<file path="src/rtl/shift_engine_arbiter.sv">
// Round-robin owner of a shared word-serial shift engine: grants one requester at a time,
// pulses the engine start, steers the engine's RAM ports to the owner and returns done.
module shift_engine_arbiter #(
    parameter int K = 128,
    parameter int N = 32,
    parameter int R = 4,
    localparam int ADDR_W = $clog2(N)
) (
    input  logic                clk,
    input  logic                rst_n,
    input  logic [R-1:0]        req,
    output logic [R-1:0]        grant,
    output logic [R-1:0]        done,
    output logic                busy,
    output logic                eng_start,
    input  logic                eng_end,
    input  logic [ADDR_W-1:0]   eng_rd_addr,
    output logic [K-1:0]        eng_rd_data,
    input  logic [ADDR_W-1:0]   eng_wr_addr,
    input  logic [K-1:0]        eng_wr_data,
    input  logic                eng_wr_en,
    output logic [ADDR_W-1:0]   rq_rd_addr,
    input  logic [R*K-1:0]      rq_rd_data,
    output logic [ADDR_W-1:0]   rq_wr_addr,
    output logic [K-1:0]        rq_wr_data,
    output logic [R-1:0]        rq_wr_en
);

    localparam int PTR_W = $clog2(R);
    localparam logic [PTR_W:0] R_W = (PTR_W+1)'(R);

    typedef enum logic [1:0] {
        ST_IDLE  = 2'd0,
        ST_GRANT = 2'd1,
        ST_RUN   = 2'd2,
        ST_DONE  = 2'd3
    } state_t;

    state_t             state_r, state_s;
    logic [PTR_W-1:0]   ptr_r, ptr_s;
    logic [PTR_W-1:0]   winner_r, winner_s;
    logic [R-1:0]       grant_r, grant_s;
    logic [R-1:0]       done_r, done_s;
    logic               start_r, start_s;
    logic               busy_r, busy_s;
    logic [PTR_W-1:0]   pick_s;
    logic [PTR_W-1:0]   cand_s;
    logic [PTR_W:0]     sum_s;
    logic [PTR_W-1:0]   next_ptr_s;
    logic [K-1:0]       rd_mux_s;

    function automatic logic [R-1:0] onehot(input logic [PTR_W-1:0] idx);
        onehot = {{(R-1){1'b0}}, 1'b1} << idx;
    endfunction

    // Round-robin pick: scan offsets high to low so the smallest offset from ptr wins.
    always_comb begin
        pick_s = ptr_r;
        cand_s = ptr_r;
        sum_s  = '0;
        for (int i = R - 1; i >= 0; i--) begin
            sum_s = {1'b0, ptr_r} + (PTR_W+1)'(i);
            if (sum_s >= R_W) begin
                cand_s = PTR_W'(sum_s - R_W);
            end else begin
                cand_s = PTR_W'(sum_s);
            end
            if (req[cand_s]) begin
                pick_s = cand_s;
            end else begin
                pick_s = pick_s;
            end
        end
    end

    // Pointer advances past the winner, wrapping at R.
    always_comb begin
        if (winner_r == PTR_W'(R - 1)) begin
            next_ptr_s = '0;
        end else begin
            next_ptr_s = winner_r + PTR_W'(1);
        end
    end

    // Next-state and next-output logic.
    always_comb begin
        state_s  = state_r;
        ptr_s    = ptr_r;
        winner_s = winner_r;
        grant_s  = grant_r;
        done_s   = '0;
        start_s  = 1'b0;
        case (state_r)
            ST_IDLE: begin
                if (req != '0) begin
                    winner_s = pick_s;
                    grant_s  = onehot(pick_s);
                    start_s  = 1'b1;
                    state_s  = ST_GRANT;
                end else begin
                    grant_s  = '0;
                end
            end
            // A zero-latency engine may end while still in GRANT.
            ST_GRANT, ST_RUN: begin
                if (eng_end) begin
                    grant_s = '0;
                    done_s  = onehot(winner_r);
                    ptr_s   = next_ptr_s;
                    state_s = ST_DONE;
                end else begin
                    state_s = ST_RUN;
                end
            end
            ST_DONE: begin
                grant_s = '0;
                state_s = ST_IDLE;
            end
            default: begin
                grant_s = '0;
                state_s = ST_IDLE;
            end
        endcase
        busy_s = (state_s != ST_IDLE);
    end

    // State and output registers.
    always_ff @(posedge clk or negedge rst_n) begin
        if (!rst_n) begin
            state_r  <= ST_IDLE;
            ptr_r    <= '0;
            winner_r <= '0;
            grant_r  <= '0;
            done_r   <= '0;
            start_r  <= 1'b0;
            busy_r   <= 1'b0;
        end else begin
            state_r  <= state_s;
            ptr_r    <= ptr_s;
            winner_r <= winner_s;
            grant_r  <= grant_s;
            done_r   <= done_s;
            start_r  <= start_s;
            busy_r   <= busy_s;
        end
    end

    // Read data from the granted RAM only; zero when nobody owns the engine.
    always_comb begin
        rd_mux_s = '0;
        for (int i = 0; i < R; i++) begin
            if (grant_r[i]) begin
                rd_mux_s = rd_mux_s | rq_rd_data[i*K +: K];
            end else begin
                rd_mux_s = rd_mux_s;
            end
        end
    end

    assign grant       = grant_r;
    assign done        = done_r;
    assign busy        = busy_r;
    assign eng_start   = start_r;
    assign eng_rd_data = rd_mux_s;
    assign rq_rd_addr  = eng_rd_addr;
    assign rq_wr_addr  = eng_wr_addr;
    assign rq_wr_data  = eng_wr_data;
    assign rq_wr_en    = grant_r & {R{eng_wr_en}};

endmodule

</file>
<file path="config.mk">
export PLATFORM = sky130hd
export DESIGN_NAME = shift_engine_arbiter
export DESIGN_NICKNAME = d
export VERILOG_FILES = /design/src/rtl/shift_engine_arbiter.sv
export SDC_FILE = /design/constraint.sdc
export NUM_CORES = 1
export LEC_CHECK = 0
export CAP_MARGIN = 20
export CORE_AREA = 3 3 366 368
export DETAILED_ROUTE_END_ITERATION = 8
export DIE_AREA = 0 0 369 371
export PLACE_DENSITY = 0.3
export SLEW_MARGIN = 20
export SYNTH_ARGS = -nofsm -noshare
export SYNTH_HDL_FRONTEND = slang
export SYNTH_SLANG_ARGS = --single-unit
</file>
<file path="constraint.sdc">
create_clock -name clk -period 1.8 [get_ports clk]
set_input_delay 0.54 -clock clk [delete_from_list [all_inputs] [get_ports clk]]
set_output_delay 0.54 -clock clk [all_outputs]
set_load 0.01 [all_outputs]
</file>
Word level (Yosys, flattened, before mapping). Cells that the tools add are included.

Bitwise gates (word level): 4. Mux-type cells: 31. Add/sub/neg operators: 8. Order comparisons: 8. Shift operators: 2. Reductions and logical operators: 6. Equal/unequal tests: 5.

Operators with widths (number): $mux 128 (4); $or 128x128->128 (3); $mux 2 (10); $mux 4 (4); $lt 2x3->1 const B (4); $pmux 4 s3 (1); $ge 3x3->1 const B (3); $bmux 1 s2 (4); $shl 1x2->4 const A (2); $sub 2x1->2 const B (4); $mux 1 (7); $add 2x2->3 const B (2); $eq 2x2->1 const B (3); $pmux 2 s3 (1); $and 4x4->4 (1); $reduce_and 2->1 (2); $reduce_bool 4->1 (1); $add 2x1->3 const B (1); $ge 2x3->1 const B (1); $add 2x1->2 const B (1); $eq 2x1->1 const B (1); $logic_not 2->1 (1); $ne 2x2->1 const B (1); $reduce_bool 2->1 (1); $reduce_or 2->1 (1).

Output and inout bits: 280. Logic and storage cells: 71. Bits of input ports: 658. Flip-flop bits (word level): 16.

Longest topological paths before layout.
Depth after elaboration: 12. Mapped depth: 6. Gate-level depth less buffers: 5.

Worst setup path before layout. OpenSTA, ideal clock, no wires.

Path kind: flip-flop to output port. Start point: register grant_r[2] (netlist: grant[2]). End point: output eng_rd_data[100]. Slack: 0.027 ns. Required time: 1.260 ns. Path buffers: 2. Cell stages (with the launch flop): 5. Arrival time: 1.233 ns. Cells stage by stage: dfrtp_1 > clkbuf_1 > clkbuf_1 > a22oi_1 > nand2_1.

Longest elaborated chain between the ends: 3.

RTL lines: from (decl) (line 42) `logic [R-1:0] grant_r, grant_s;`; from (signal assigned) (line 141) `grant_r <= grant_s;`; $mux 128 * (line 152) `if (grant_r[i]) begin`; $or 128x128->128 (line 153) `rd_mux_s = rd_mux_s | rq_rd_data[i*K +: K];`; $mux 128 * (line 152); to (decl) (line 18) `output logic [K-1:0] eng_rd_data,`.

Mark *: on every way between the ends. The rest lies on a longest branch, timed or not.

Worst setup path in the final report.
Start point: register grant_r[2] (netlist: grant[2]). End point: output eng_rd_data[47].

Same word-level chain as after synthesis.

==> out/results.tsv <==
stage	metric	value	unit
outcome	status	finished, violations left	
outcome	failed_checks	setup timing	
synth	async_flop_share	1.00	
synth	synth-seq-cells	16	
route	drtAntennaViolNets	0	
synth	yosysMostFrequentCell	a22oi_1	
power	power_density	1160	mW/mm²
synth	synthCells	651	
floorplanning	die_width	369	µm
setup_path	timing.rr.end	grant[2]$_DFFE_PN0P_	
clock_network	htreeDepth	1	
synth	synth-adder-area-share	0.0168	
synth	synthSimpleGateAreaFrac	0.145	
floorplanning	die_h	371	µm
sta	tightest_slew	0.313	ns
global_routing	grt_overflow	0	
synth	syn-cell-area	0.00448	mm²
layout	multi_input_area	0.00415	mm²
setup_path	r2r_cells	4	
setup_path	reg2reg_from	ptr_r[0]$_DFFE_PN0P_	
placement	placed_area	0.0131	mm²
route	wl_per_cell	30.4	µm
floorplanning	rows	133	
synth	synth_top_family_by_area	compound AO/OA/AOI/OAI gates	
setup_path	timing_worst_setup_path_type	flop to output pin	
setup_path	ff2ff_setup_slack	0.26	ns
route	drc_errors	0	
synth	synth_compound_area_frac	0.452	
sta	fmax	432	MHz
clock_network	cts_sinks	16	
synth	syn_area_per_cell	6.87	µm²
floorplanning	die-area	0.137	mm²
sta	clock_skew	0.00243	ns
sta	slew_violations	0	
hold_path	hp-start	state_r[0]$_DFF_PN0_	
route	dr.pass1.iters	5	
hold_path	hold_depth	2	
synth	synth.area.top_cells	a22oi_1 43%, buf_4 23%, nand2_1 11%	
placement	post-dp-hpwl	78500	µm
sta	setup_violations	132	
layout	final_nets	2002	
layout	fin_cells	3093	
sta	relSlewSlack	0.791	
placement	dp.cells	2976	
layout	fill_cells	15200	
sta	hold_viol_final	0	
placement	place_congestion	0.852	
power	power.leakage	5.99	nW
route	dr.first_iter.drc_count	290	
flow_run	cap_viol_max_count	0	
synth	yosysSeqAreaShare	0.0895	
floorplanning	ios	938	
sta	fin_ws	-0.515	ns
synth	synth_nets	1315	
sta	rsz0062_at_grt	true	
sta	period_share	1.29	
hold_path	min_to	busy$_DFF_PN0_	
synth	yosys.area.top_type	a22oi_1	
synth	synth_mux_area_frac	0.00727	
clock_network	cts_root_buffer	clkbuf_16	
global_routing	first_global_vias	9280	
placement	pre_cts_ws	-0.843	ns
layout	layout-drive-gt1-share	0.485	
global_routing	grt_max_degree	17	
power	irDropWorstVdd	0.432	mV
sta	period_minus_slack	2.31	ns
route	vias_per_cell	2.82	
clock_network	cts_hold_buf	0	
synth	synth_top_area_frac	0.429	
setup_path	critPathLaunchType	flop	
synth	yosysUniqueCellTypes	31	
layout	area_delta_synth_final	267	%
setup_path	cp-end-kind	output pin	
synth	synth_xor_area_frac	0	
layout	utilization	0.125	
clock_network	clkLatencyLatePin	0.24	ns
synth	synth_common_cells	256 x a22oi_1, 138 x buf_4, 135 x nand2_1, 50 x clkbuf_1, 16 x dfrtp_1	
global_routing	grt_pass1_wl	113000	µm
layout	register_area	415	µm²
global_routing	track_usage	0.129	
hold_path	hp-class	flop to flop	
clock_network	clk_pin_slew	0.05	ns
route	vias	8709	
synth	synth_warnings	0	
placement	io_buffers	661	
global_routing	grt_antenna_before_repair	78	
floorplanning	initial_core_util	0.0341	
setup_path	arrival	1.77	ns
layout	fin_area	0.0164	mm²
setup_path	crit_required	1.26	ns
route	wl	94100	µm
setup_path	critical_path_peak_fanout	7	
clock_network	cts_tree	done	
clock_network	cts_buffers	3	
floorplanning	core_area	0.131	mm²
synth	synth_top_flop_cell	dfrtp_1	
synth	synth-edff-count	0	
clock_network	clock_path_buffers	2	
[cells by family after synthesis]
family                     count (synthesis)
adders and majority gates                  6
muxes                                      3
DFF                                       16
AOI/OAI and AO/OA                        270
and+or+nand+nor                          156
buffers and inverters                    200
[flip-flops by register name, summed over array words and instances, names as in the netlist]
| register | count |
|---|---|
| busy | 1 |
| done | 4 |
| eng_start | 1 |
| grant | 4 |
| ptr_r | 2 |
| state_r | 2 |
| winner_r | 2 |
[metrics by stage]
stage / setup TNS, ns / hold WS [ns] / total power [W]
after global placement: -72.63 / 0.517 / 0.0137
after detailed placement: -72.93 / 0.526 / 0.0137
after CTS: -56.48 / 0.540 / 0.0185
after global routing: -59.42 / 0.578 / 0.0202
after floorplan: 0 / 0.244 / 0.00517
final: -51.46 / 0.547 / 0.0190
[cells in the final DEF, fill, tap and decap left out, types with 4 or more instances in the layout]
master           synthesis  routed
clkdlybuf4s50_1          0     516
inv_1                    5       5
buf_8                    0      27
o31ai_1                  5       4
and2_4                   0       4
ha_1                     6       6
nand2_4                  0      15
buf_12                   0      54
nand2_1                135      92
buf_16                   0      17
buf_2                    0      56
buf_6                    0     133
buf_4                  138      60
dfrtp_1                 16      12
clkbuf_16                0       8
dlygate4sd2_1            0       6
dfrtp_4                  0       4
nand2_2                  0      28
a22oi_1                256      25
and3_1                   4       4
a22oi_2                  0     231
[final cells by class]
class	instances	share of cell area
well taps	1755	0.134
multi-input cells	435	0.253
inverters	5	0.00114
diodes	1	0.000152
repair buffers	877	0.582
clock buffers	4	0.00541
flip-flops and latches	16	0.0253
[worst max path at each step]
stage,from,to,slack [ns]
floorplan,grant[2]$_DFFE_PN0P_,eng_rd_data[100],0.03
global placement,rq_rd_data[81],eng_rd_data[81],-0.87
detailed placement,rq_rd_data[81],eng_rd_data[81],-0.84
CTS,grant[2]$_DFFE_PN0P_,eng_rd_data[46],-0.58
global route,grant[2]$_DFFE_PN0P_,eng_rd_data[46],-0.58
finish,grant[2]$_DFFE_PN0P_,eng_rd_data[47],-0.51
[where the power goes]
group,leakage (nW),switching [W],internal (W)
sequential,0.197,0.000168,0.000529
combinational,5.75,0.00826,0.00956
clock,0.0442,0.000138,0.000338
[metal layers]
metal,global-route usage,share of wire,vias up
li1,-,-,3700
met1,0.156,0.40,4083
met2,0.215,0.46,780
met3,0.0630,0.12,136
met4,0.00817,0.016,10
met5,0,0.00066,-
[repair_timing]
item	4_1_cts	5_1_grt
gates cloned	17	5
pin swaps	103	124
gates resized for setup	856	158
endpoints found under the setup margin	145	139
buffers inserted	90	23
[worst max-delay path, cell delays in order, from the launching register on]
cell	delay (ns)
dfrtp_4	0.54
buf_12	0.18
buf_8	0.15
a22oi_2	0.28
buf_6	0.17
nand2_4	0.05
buf_12	0.13
Note: power is estimated with default switching activity, not from simulation.
